===== src/rtl/l2_bus_bridge.sv =====
// l2_bus_bridge: serializes one L2 block request into single-word transfers
// on a generic memory bus and reassembles read words into l2load.
//
// state | meaning
// ------+-----------------------------------------------------------
// IDLE  | l2state=FREE, waiting for exactly one of l2REN/l2WEN
// XFER  | l2state=BUSY, strobing word w at base + 4*w
// DONE  | l2state=ACCESS for one cycle, block finished
// FAIL  | l2state=ERROR for one cycle (bus error, timeout, or both enables)
module l2_bus_bridge #(
  parameter  int BLOCK_SIZE = 2,
  parameter  int TIMEOUT    = 256,
  localparam int DATA_WIDTH = 32 * BLOCK_SIZE
) (
  input  logic                  CLK,
  input  logic                  nRST,
  input  logic                  l2REN,
  input  logic                  l2WEN,
  input  logic [31:0]           l2addr,
  input  logic [DATA_WIDTH-1:0] l2store,
  output logic [DATA_WIDTH-1:0] l2load,
  output logic [1:0]            l2state,
  output logic [31:0]           mem_addr,
  output logic                  mem_ren,
  output logic                  mem_wen,
  output logic [31:0]           mem_wdata,
  output logic [3:0]            mem_byte_en,
  input  logic [31:0]           mem_rdata,
  input  logic                  mem_busy,
  input  logic                  mem_error
);

  localparam int WW   = (BLOCK_SIZE > 1) ? $clog2(BLOCK_SIZE) : 1;
  localparam int TW   = $clog2(TIMEOUT + 1);
  localparam int OFFB = $clog2(4 * BLOCK_SIZE);

  localparam logic [1:0] L2_FREE   = 2'd0;
  localparam logic [1:0] L2_BUSY   = 2'd1;
  localparam logic [1:0] L2_ACCESS = 2'd2;
  localparam logic [1:0] L2_ERROR  = 2'd3;

  localparam logic [31:0]   BLK_MASK  = ~((32'd1 << OFFB) - 32'd1);
  localparam logic [WW-1:0] LAST_WORD = WW'(BLOCK_SIZE - 1);
  localparam logic [TW-1:0] TMO_LAST  = TW'(TIMEOUT - 1);

  typedef enum logic [1:0] {
    S_IDLE = 2'd0,
    S_XFER = 2'd1,
    S_DONE = 2'd2,
    S_FAIL = 2'd3
  } state_t;

  state_t                state_q, state_d;
  logic                  op_wr_q, op_wr_d;
  logic [31:0]           base_q, base_d;
  logic [DATA_WIDTH-1:0] store_q, store_d;
  logic [DATA_WIDTH-1:0] load_q, load_d;
  logic [WW-1:0]         w_q, w_d;
  logic [TW-1:0]         tcnt_q, tcnt_d;

  logic                  xfer;
  logic [31:0]           word_sel;

  // State and datapath registers; reset clears everything so no partial
  // transfer can resume.
  always_ff @(posedge CLK or negedge nRST) begin
    if (!nRST) begin
      state_q <= S_IDLE;
      op_wr_q <= 1'b0;
      base_q  <= '0;
      store_q <= '0;
      load_q  <= '0;
      w_q     <= '0;
      tcnt_q  <= '0;
    end else begin
      state_q <= state_d;
      op_wr_q <= op_wr_d;
      base_q  <= base_d;
      store_q <= store_d;
      load_q  <= load_d;
      w_q     <= w_d;
      tcnt_q  <= tcnt_d;
    end
  end

  // Next-state and datapath updates; requests are only looked at in IDLE.
  always_comb begin
    state_d = state_q;
    op_wr_d = op_wr_q;
    base_d  = base_q;
    store_d = store_q;
    load_d  = load_q;
    w_d     = w_q;
    tcnt_d  = tcnt_q;
    case (state_q)
      S_IDLE: begin
        if (l2REN ^ l2WEN) begin
          op_wr_d = l2WEN;
          base_d  = l2addr & BLK_MASK;
          if (l2WEN) store_d = l2store;
          w_d     = '0;
          tcnt_d  = '0;
          state_d = S_XFER;
        end else if (l2REN && l2WEN) begin
          state_d = S_FAIL;
        end
      end
      S_XFER: begin
        // A strobe is always high here, so mem_error is live; it beats completion.
        if (mem_error) begin
          state_d = S_FAIL;
        end else if (!mem_busy) begin
          if (!op_wr_q) begin
            for (int i = 0; i < BLOCK_SIZE; i++) begin
              if (w_q == WW'(i)) load_d[32*i +: 32] = mem_rdata;
            end
          end
          tcnt_d = '0;
          if (w_q == LAST_WORD) state_d = S_DONE;
          else                  w_d     = w_q + WW'(1);
        end else if (tcnt_q >= TMO_LAST) begin
          state_d = S_FAIL;
        end else begin
          tcnt_d = tcnt_q + TW'(1);
        end
      end
      S_DONE:  state_d = S_IDLE;
      S_FAIL:  state_d = S_IDLE;
      default: state_d = S_IDLE;
    endcase
  end

  // Select the latched store word for the current index.
  always_comb begin
    word_sel = '0;
    for (int i = 0; i < BLOCK_SIZE; i++) begin
      if (w_q == WW'(i)) word_sel = store_q[32*i +: 32];
    end
  end

  // Outputs decoded from registered state only; bus fields are zeroed outside XFER.
  always_comb begin
    xfer        = (state_q == S_XFER);
    mem_ren     = xfer && !op_wr_q;
    mem_wen     = xfer && op_wr_q;
    mem_byte_en = xfer ? 4'hF : 4'h0;
    mem_addr    = xfer ? (base_q + (32'(w_q) << 2)) : 32'd0;
    mem_wdata   = (xfer && op_wr_q) ? word_sel : 32'd0;
    l2load      = load_q;
    case (state_q)
      S_IDLE:  l2state = L2_FREE;
      S_XFER:  l2state = L2_BUSY;
      S_DONE:  l2state = L2_ACCESS;
      S_FAIL:  l2state = L2_ERROR;
      default: l2state = L2_FREE;
    endcase
  end

endmodule


===== config.mk =====
export PLATFORM = sky130hd
export DESIGN_NAME = l2_bus_bridge
export DESIGN_NICKNAME = d
export VERILOG_FILES = /design/src/rtl/l2_bus_bridge.sv
export SDC_FILE = /design/constraint.sdc
export NUM_CORES = 1
export LEC_CHECK = 0
export ABC_CLOCK_PERIOD_IN_PS = 3000
export BUFFER_PORTS_ARGS = -buffer_cell sky130_fd_sc_hd__buf_2
export CORE_ASPECT_RATIO = 1.25
export CORE_MARGIN = 4
export CORE_UTILIZATION = 53
export CTS_CLUSTER_DIAMETER = 30
export DETAILED_ROUTE_END_ITERATION = 8
export HOLD_SLACK_MARGIN = 0.06
export PLACE_DENSITY_LB_ADDON = 0.2
export SYNTH_ARGS = -nofsm -noshare
export SYNTH_HDL_FRONTEND = slang
export SYNTH_SLANG_ARGS = --single-unit

===== constraint.sdc =====
create_clock -name CLK -period 3 [get_ports CLK]
set_clock_uncertainty 0.05 [all_clocks]
set_input_delay 0.45 -clock CLK [delete_from_list [all_inputs] [get_ports CLK]]
set_output_delay 0.45 -clock CLK [all_outputs]
set_load 0.02 [all_outputs]

==> results of run 1 <==
==> power groups by stage <==
stage	Sequential, mW	Combinational (mW)	Clock (mW)
after floorplan	4.32	2.53	0
after global placement	3.93	4.08	0
after detailed placement	4.02	4.21	0
after CTS	3.99	4.24	2.43
after global routing	4.14	4.50	2.53
final	3.98	4.17	2.38
==> critical path: cells and delay by family (launching register included) <==
| family | cells | cell delay, ns |
|---|---|---|
| AND/OR/NAND/NOR | 3 | 0.49 |
| buffers and inverters | 3 | 0.85 |
| flip-flops | 1 | 0.51 |
==> layer usage <==
metal,global-route usage,vias to the layer above,wire length (microns)
met2,0.3891,194,9162
met1,0.2531,2511,6443
met3,0.06299,35,1312
met4,0.09937,0,505
li1,-,2378,-
met5,0,-,0
==> per-stage QoR <==
step                        util  hold slack, ns  worst slack (ns)  std cells  total power, mW
final                     0.7040          0.2093            0.2220        978            10.53
after global routing      0.7040          0.1927           0.02502        978            11.17
after CTS                 0.7036          0.1891            0.1633        976            10.65
after detailed placement  0.6551          0.4225            0.5941        944            8.234
after global placement    0.6551          0.4133            0.6830        944            8.010
after floorplan                -          0.1044             1.047        536            6.851
==> final timing paths <==
check / end / slack [ns] / cells after the start / startpoint
setup / recovery: mem_wdata[10] / 0.22 / 6 / state_q[1]
hold / removal: store_q[39] / 0.21 / 2 / l2store[39]
setup reg to reg: l2load[12] / 0.61 / 6 / state_q[1]
hold reg to reg: base_q[15] / 0.45 / 1 / base_q[15]
max in group asynchronous: l2load[52] / 1.54 / 3 / nRST
min in group asynchronous: store_q[6] / 0.53 / 2 / nRST
==> final cells by class <==
cell class / count / area share
flip-flops and latches: 170 / 0.4489
diodes: 2 / 0.0005279
clock buffers: 18 / 0.04632
inverters: 8 / 0.003167
clock inverters: 13 / 0.02151
multi-input cells: 323 / 0.3070
well taps: 171 / 0.02257
repair buffers: 273 / 0.1501
==> kinds of logic after synthesis <==
kind of cell | share of synthesized area
compound gates | 0.01644
fa+ha+maj | 0.006780
buf+inv | 0.03136
flops | 0.5763
mux | 0.2888
other cells | 0.0005080
simple gates | 0.07983
==> layout by cell type (no fill, tap or decap), types with 3 or more instances in the layout <==
cell type,instances
buf_2,263
o21ai_0,3
nand4_1,3
bufinv_16,4
and3_1,3
mux2_2,155
clkbuf_16,17
nor2_1,42
mux2i_1,33
inv_6,5
nor3_1,3
and2_1,29
inv_1,7
buf_4,6
mux2_1,5
nand2_1,6
ha_1,4
dfrtp_1,169
==> state kept, by name (all words and copies together), names as in the netlist <==
name	count
w_q	1
base_q	29
state_q	2
op_wr_q	1
store_q	64
l2load	64
tcnt_q	9
==> what timing repair did <==
item | in CTS | in global routing
endpoints found under the hold margin | 61 | 0
hold buffers | 1 | 0
resized for setup | 0 | 0
==> out/results.ini, run 1 <==
[grt]
grt_max_degree = 65
antenna_found_initial = 2
grt_pass1_vias = 5612
grt_pass1_wl_microns = 28120
globalRouteTotalUtil = 0.2233
grt-ovfl-total = 0

[floorplan]
core_sq_mm = 0.01347
boundaryPins = 270
core.rowCount = 47
die_h_microns = 140.0
fp.dieW_microns = 113.6
start_util = 0.5482
die-area_sq_mm = 0.01589

[synthesis]
yosysSeqAreaShare = 0.5763
avgSynthCellArea_sq_um = 13.80
synth.top_cell.area_share = 0.5763
yosys.area.top_type = dfrtp_1
yosys_most_used_dff = dfrtp_1
synthesis.area_sq_mm = 0.007382
synthArstFlopShare = 1.000
ys_types = 43
netlist_instances = 535
ys_top_cells_by_count = dfrtp_1, mux2_2, nor2_1
ys_warn_count = 0
ys_ff_latch = 170
synth_most_common_cell = dfrtp_1
ys_top_cells_by_area = dfrtp_1, mux2_2, mux2i_1, and2_1, nor2_1
synth-edff-count = 0

[layout]
fillers = 968
area.sequential_sq_mm = 0.004255
fin_nets = 931
multi_input_area_sq_mm = 0.002910
final_layout_size_suffix_gt1_frac = 0.5925
area_growth_pct = 28.42
final_area_sq_mm = 0.009480

[setup_path]
max_stage_delay_ns = 0.51
path_cells = nand2b_4 > inv_2 > nand2_1 > buf_4 > nor2_1 > buf_2
cp.required_ns = 2.50
slowest_stage = dfrtp_1
crit_fanout = 37
crit_arrival_ns = 2.28
startpoint_type = flop
worst_setup_path_end_kind = output pin
path_class = flop to output pin

[clock_tree]
cts-root-buf = clkbuf_16
clock-sinks = 170
htreeDepth = 4
clk_latency_ns = 0.41
clockBufferDepth = 2
clk_pin_slew_ns = 0.07
cts_tree = built
numCtsBuffers = 17
postCtsSetupBuffers = 0

[power_and_ir_drop]
switching_share = 0.3648
p_sw_mw = 3.843
p_per_area_mw_per_mm2 = 1111
ir_worst_vdd_uv = 584.0
intPower_mw = 6.690
combPwrFrac = 0.396
seqPwrFrac = 0.378
p_leak_nw = 4.776
pwr-share-clk = 0.226

[detailed_routing]
vias_per_cell = 5.233
routed_wl_microns = 17420
remaining_drc_errors = 0
wl_per_cell_microns = 17.82
drtIter0Drc = 255
drtAntennaViolNets = 0
dr_total_vias = 5118
dr.pass1.iters = 4

[placement]
placed_cell_area_sq_mm = 0.008822
place_hpwl_microns = 12780
gp_routability_congestion = 0.8429
port-buffer-count = 264

[sta]
drv_slew = 0
fmaxAchievable_mhz = 360.0
slew_headroom = 0.4213
min_period_ns = 2.778
finalSetupViolCount = 0
tightestPinTransition_ns = 0.8670
finalHoldViolCount = 0
fin_setup_tns_ns = 0
period_share = 0.9260
rsz0062_at_grt = false

[worst_hold_path]
hold_path.class = input port to flop

[run]
maxCapViolCount = 0

[run_status]
outcome = finished clean

Power figures use the tool's default switching activity.
==> run 2: changes to the inputs <==
--- a/config.mk
+++ b/config.mk
@@ -5,11 +5,12 @@
 export SDC_FILE = /design/constraint.sdc
 export NUM_CORES = 1
 export LEC_CHECK = 0
+export ABC_AREA = 1
 export ABC_CLOCK_PERIOD_IN_PS = 3000
 export BUFFER_PORTS_ARGS = -buffer_cell sky130_fd_sc_hd__buf_2
 export CORE_ASPECT_RATIO = 1.25
 export CORE_MARGIN = 4
-export CORE_UTILIZATION = 53
+export CORE_UTILIZATION = 54
 export CTS_CLUSTER_DIAMETER = 30
 export DETAILED_ROUTE_END_ITERATION = 8
 export HOLD_SLACK_MARGIN = 0.06
==> out/results.ini, run 2 <==
[clock_tree]
clockBufferDepth = 2  ; unchanged
htreeDepth = 4  ; unchanged
clk_latency_ns = 0.42  ; about the same
clock-sinks = 170  ; unchanged
postCtsSetupBuffers = 0  ; unchanged
ctsResizeCount = 0  ; unchanged
clk_pin_slew_ns = 0.06  ; about the same
cts_tree = built
numCtsBuffers = 17  ; unchanged
cts-root-buf = clkbuf_16

[sta]
rsz0062_at_grt = false
fmaxAchievable_mhz = 404.2  ; +12%
period_share = 0.8247  ; -0.1013
fin_setup_tns_ns = 0  ; unchanged
min_period_ns = 2.474  ; -0.3038 ns
slew_headroom = 0.3231  ; -0.09821
tightestPinTransition_ns = 1.015  ; +0.1483 ns
finalHoldViolCount = 0  ; unchanged
drv_slew = 0  ; unchanged
finalSetupViolCount = 0  ; unchanged

[layout]
fin_nets = 1156  ; +24%
final_common_cell = buf_2
num_antenna_cells = 0  ; -2
final_layout_size_suffix_gt1_frac = 0.3986  ; -0.1939
final_util = 0.6861  ; -0.01793
fin_cells = 1206  ; +23%
fillers = 1140  ; +18%
area_growth_pct = 24.50
final_cell_mix = buf_2, nand2_1, dfrtp_1

[setup_path]
cp.required_ns = 2.50  ; about the same
path_cells = inv_1 > nand2_4 > nor2_1 > inv_2 > a21oi_1 > buf_2
worst_setup_path_end_kind = output pin
crit_fanout = 32  ; -14%
startpoint_type = flop
crit_arrival_ns = 1.97  ; -0.31 ns
max_stage_delay_ns = 0.41  ; -0.10 ns
slowest_stage = dfrtp_1
path_class = flop to output pin

[synthesis]
yosys_most_used_dff = dfrtp_1
yosys.area.top_type = dfrtp_1
avgSynthCellArea_sq_um = 9.903  ; -28%
synthArstFlopShare = 1.000  ; unchanged
synth_most_common_cell = nand2_1
ys_warn_count = 0  ; unchanged
synth.top_cell.area_share = 0.5565  ; -0.01981
ys_top_cells_by_area = dfrtp_1, nand2_1, mux2_2, o21ai_2, inv_1
ys_top_cells_by_count = nand2_1, dfrtp_1, inv_1
synthesis.area_sq_mm = 0.007645  ; +3.6%
netlist_instances = 772  ; +44%
ys_types = 31  ; -28%
ys_ff_latch = 170  ; unchanged
yosysSeqAreaShare = 0.5565  ; -0.01981
synth-edff-count = 0  ; unchanged

[grt]
globalRouteTotalUtil = 0.2218  ; -0.001424
grt-ovfl-total = 0  ; unchanged
antenna_found_initial = 0  ; -2
grt_pass1_wl_microns = 28260  ; +0.52%
grt_max_degree = 68  ; +4.6%
grt_pass1_vias = 5718  ; +1.9%

[floorplan]
core.rowCount = 48  ; +2.1%
boundaryPins = 270  ; unchanged
core_sq_mm = 0.01387  ; +3.0%
start_util = 0.5510  ; +0.002872
die-area_sq_mm = 0.01614  ; +1.5%
fp.dieW_microns = 114.4  ; +0.76%
die_h_microns = 141.0  ; +0.77%

[detailed_routing]
dr_total_vias = 5909  ; +15%
drtIter0Drc = 262  ; +2.7%
wl_per_cell_microns = 14.39  ; -19%
vias_per_cell = 4.900  ; -6.4%
dr.pass1.iters = 4  ; unchanged
remaining_drc_errors = 0  ; unchanged
routed_wl_microns = 17350  ; -0.42%
drtAntennaViolNets = 0  ; unchanged

[placement]
port-buffer-count = 264  ; unchanged
gp_routability_congestion = 0.7963  ; -5.5%
dp.cells = 1173  ; +24%
place_hpwl_microns = 12260  ; -4.1%

[power_and_ir_drop]
ir_worst_vdd_uv = 617.1  ; +5.7%
p_leak_nw = 5.079  ; +6.3%
p_per_area_mw_per_mm2 = 1077  ; -3.0%
p_total_mw = 10.25  ; -2.6%

[worst_hold_path]
hold_path.class = input port to flop

[run_status]
outcome = finished clean

[run]
maxCapViolCount = 0  ; unchanged

[run 2: cell types whose count changed after synthesis, moves of 19 or more]
cell,change
mux2i_1,-33
inv_1,+69
o21ai_2,+32
nand3_1,+19
nand2_1,+186
a21oi_1,+30
mux2_2,-96
o21ai_0,+26
and2_1,-29
o21ai_1,+33
[run 2: power breakdown]
| part | internal [mW] | switching [mW] | leakage (nW) |
|---|---|---|---|
| registers | 3.38 | 0.518 | 2.11 |
| clock network | 1.22 | 0.916 | 0.277 |
| logic | 1.53 | 2.69 | 2.70 |
[run 2: cell families (layout without fill, tap and decap cells)]
kind of cell	after synthesis	after routing	synth area share
AOI/OAI and AO/OA	132	132	0.1054
buffers and inverters	126	384	0.08527
muxes	64	64	0.09427
and+or+nand+nor	275	275	0.1516
adders and majority gates	4	4	0.006547
other	1	2	0.0004905
DFF	170	170	0.5565
[run 2: metrics by stage]
stage	hold WS, ns	setup WS (ns)	cell area (sq um)
finish	0.1808	0.5259	9518
global route	0.1619	0.3883	9518
CTS	0.1620	0.4694	9518
detailed placement	0.3344	0.6608	8927
global placement	0.3309	0.7084	8927
floorplan	0.1044	0.8922	7649
[run 2: timing repair]
action                                  CTS  global route
hold endpoints to repair                 37             0
hold buffers                              1             0
endpoints found under the setup margin    0             0
[run 2: worst paths after layout]
check	startpoint	endpoint	slack [ns]	cells after the start
min in group asynchronous	nRST	base_q[9]	0.44	2
max reg2reg	state_q[1]	l2load[57]	0.82	7
max in group asynchronous	nRST	w_q	1.76	3
min reg2reg	l2load[36]	l2load[36]	0.43	2
min	l2addr[9]	base_q[9]	0.18	3
max	state_q[1]	mem_wdata[2]	0.53	6
[run 2: critical path: cells and delay by family (launching register included)]
| family | cells | cell delay (ns) |
|---|---|---|
| compound gates | 1 | 0.26 |
| buf+inv | 3 | 0.61 |
| flops | 1 | 0.41 |
| simple gates | 2 | 0.25 |
[run 2: final cells by class]
cell class | instances | area (sq um) | area share
Clock inverter | 11 | 110.1 | 0.01157
Timing Repair Buffer | 273 | 1423 | 0.1495
Multi-Input combinational cell | 477 | 2743 | 0.2882
Inverter | 79 | 299.0 | 0.03142
Sequential cell | 170 | 4254 | 0.4470
Clock buffer | 21 | 470.5 | 0.04943
Tap cell | 175 | 219.0 | 0.02301
[run 2: metal layers]
| metal | vias to the layer above | track usage | share of wire |
|---|---|---|---|
| li1 | 2939 | - | - |
| met1 | 2747 | 0.2742 | 0.40 |
| met2 | 187 | 0.3477 | 0.49 |
| met3 | 36 | 0.07900 | 0.080 |
| met4 | 0 | 0.1026 | 0.030 |
| met5 | - | 0 | 0 |
==> run 3: changes to the inputs <==
--- a/config.mk
+++ b/config.mk
@@ -5,12 +5,12 @@
 export SDC_FILE = /design/constraint.sdc
 export NUM_CORES = 1
 export LEC_CHECK = 0
-export ABC_AREA = 1
-export ABC_CLOCK_PERIOD_IN_PS = 3000
+export ABC_AREA = 0
+export ABC_CLOCK_PERIOD_IN_PS = 2500
 export BUFFER_PORTS_ARGS = -buffer_cell sky130_fd_sc_hd__buf_2
 export CORE_ASPECT_RATIO = 1.25
 export CORE_MARGIN = 4
-export CORE_UTILIZATION = 54
+export CORE_UTILIZATION = 50
 export CTS_CLUSTER_DIAMETER = 30
 export DETAILED_ROUTE_END_ITERATION = 8
 export HOLD_SLACK_MARGIN = 0.06
==> constraint.sdc (replaced) <==
create_clock -name CLK -period 2.5 [get_ports CLK]
set_clock_uncertainty 0.05 [all_clocks]
set_input_delay 0.375 -clock CLK [delete_from_list [all_inputs] [get_ports CLK]]
set_output_delay 0.375 -clock CLK [all_outputs]
set_load 0.02 [all_outputs]
==> out/results.ini, run 3 (synthesis results as in run 1) <==
[run_status]
outcome = finished clean

[detailed_routing]
remaining_drc_errors = 0  ; unchanged
dr_total_vias = 5113  ; -13%
dr.pass1.iters = 6  ; +2
wl_per_cell_microns = 17.24  ; +20%
drtIter0Drc = 197  ; -25%
vias_per_cell = 5.170  ; +5.5%
drtAntennaViolNets = 0  ; unchanged
routed_wl_microns = 17050  ; -1.7%

[floorplan]
core_sq_mm = 0.01441  ; +3.9%
die-area_sq_mm = 0.01678  ; +4.0%
fp.dieW_microns = 116.7  ; +2.0%
start_util = 0.5124  ; -0.03867
core.rowCount = 49  ; +2.1%
die_h_microns = 143.9  ; +2.0%
boundaryPins = 270  ; unchanged

[power_and_ir_drop]
p_per_area_mw_per_mm2 = 1303  ; +21%
ir_worst_vdd_uv = 891.7  ; +45%
p_leak_nw = 4.768  ; -6.1%

[layout]
fin_cells = 989  ; -18%
final_layout_size_suffix_gt1_frac = 0.5931  ; +0.1945
num_antenna_cells = 0  ; unchanged
final_common_cell = buf_2
fin_nets = 936  ; -19%
area_growth_pct = 28.24
final_cell_mix = buf_2, dfrtp_1, mux2_2

[setup_path]
cp_num_buf_inv = 2  ; -1
path_cells = buf_4 > mux2i_1 > nor2_1 > buf_2
cp.required_ns = 2.08  ; -0.42 ns
cp_top_family = flip-flops
startpoint_type = flop
crit_arrival_ns = 1.91  ; -0.06 ns
crit_fanout = 17  ; -47%
max_stage_delay_ns = 0.69  ; +0.28 ns
slowest_stage = dfrtp_2
path_class = flop to output pin
worst_setup_path_end_kind = output pin

[sta]
fin_setup_tns_ns = 0  ; unchanged
tightestPinTransition_ns = 0.6827  ; -0.3326 ns
fmaxAchievable_mhz = 428.9
finalHoldViolCount = 0  ; unchanged
min_period_ns = 2.332
finalSetupViolCount = 0  ; unchanged
period_share = 0.9327
drv_slew = 0  ; unchanged
slew_headroom = 0.5414  ; +0.2183
rsz0062_at_grt = false

[clock_tree]
cts_tree = built
clk_pin_slew_ns = 0.07  ; about the same
numCtsBuffers = 17  ; unchanged
htreeDepth = 4  ; unchanged
clockBufferDepth = 2  ; unchanged
cts-root-buf = clkbuf_16
clock-sinks = 170  ; unchanged
clk_latency_ns = 0.42  ; about the same

[worst_hold_path]
hold_path.class = input port to flop

[grt]
use_met1 = 0.2221  ; -0.05208
grt-ovfl-total = 0  ; unchanged
antenna_found_initial = 0  ; unchanged
grt_max_degree = 65  ; -4.4%
use_met2 = 0.3602  ; +0.01246
globalRouteTotalUtil = 0.2044  ; -0.01740
grt_pass1_wl_microns = 26670  ; -5.6%
grt_pass1_vias = 5457  ; -4.6%
use_met3 = 0.07835  ; -0.0006551
top_usage_layer = met2

[placement]
gp_routability_congestion = 0.8265  ; +3.8%
dp.cells = 956  ; -18%
port-buffer-count = 264  ; unchanged
place_hpwl_microns = 12780  ; +4.2%

[run]
maxCapViolCount = 0  ; unchanged

-- run 3: changes by cell type in the layout (fill, tap and decap cells not counted), moves of 19 or more --
cell	delta
o21ai_2	-32
o21ai_1	-33
nand3_1	-19
and2_1	+29
mux2i_1	+33
inv_1	-69
mux2_2	+96
nand2_1	-186
o21ai_0	-26
a21oi_1	-30
-- run 3: timing repair --
item	CTS	global route
endpoints found under the hold margin	57	0
endpoints found under the setup margin	0	32
resized for setup	0	1
setup buffers	0	0
hold buffers	1	0
-- run 3: report_power, final --
group / total, mW / internal, mW / switching (mW) / leakage, nW
registers: 4.75 / 4.04 / 0.710 / 2.08
logic: 5.03 / 2.29 / 2.73 / 2.41
clock network: 2.56 / 1.52 / 1.04 / 0.285
-- run 3: final timing paths --
check | from | endpoint | slack, ns | cells after the start
setup / recovery | w_q | mem_wdata[21] | 0.17 | 4
hold / removal | l2store[10] | store_q[10] | 0.13 | 2
setup reg to reg | tcnt_q[0] | tcnt_q[6] | 0.34 | 8
hold reg to reg | l2load[15] | l2load[15] | 0.43 | 1
max in group asynchronous | nRST | store_q[62] | 1.21 | 3
min in group asynchronous | nRST | base_q[22] | 0.44 | 2
-- run 3: layout make-up --
cell class	count	area, sq um
fill	1120	4941
sequential	170	4257
multi-input combinational	323	2910
timing repair buffer	278	1460
clock buffer	25	505.5
tap	178	222.7
clock inverter	7	81.33
inverter	8	30.03
-- run 3: metrics by stage --
stage / util / setup slack (ns) / area, sq um / hold slack, ns / total power, mW
after global placement: 0.6155 / 0.4134 / 8869 / 0.3328 / 9.678
final: 0.6571 / 0.1683 / 9467 / 0.1342 / 12.34
after global routing: 0.6571 / 0.01047 / 9467 / 0.1177 / 13.11
after detailed placement: 0.6155 / 0.3464 / 8869 / 0.3336 / 9.910
after floorplan: - / 0.5471 / 7386 / 0.02941 / 8.221
after CTS: 0.6570 / 0.03591 / 9465 / 0.1094 / 12.51
-- run 3: per-layer routing --
layer  vias up  wire length (microns)
li1       2390                      -
met1      2505                   6187
met2       192                   8944
met3        26                   1552
met4         0                    364
met5         -                      0
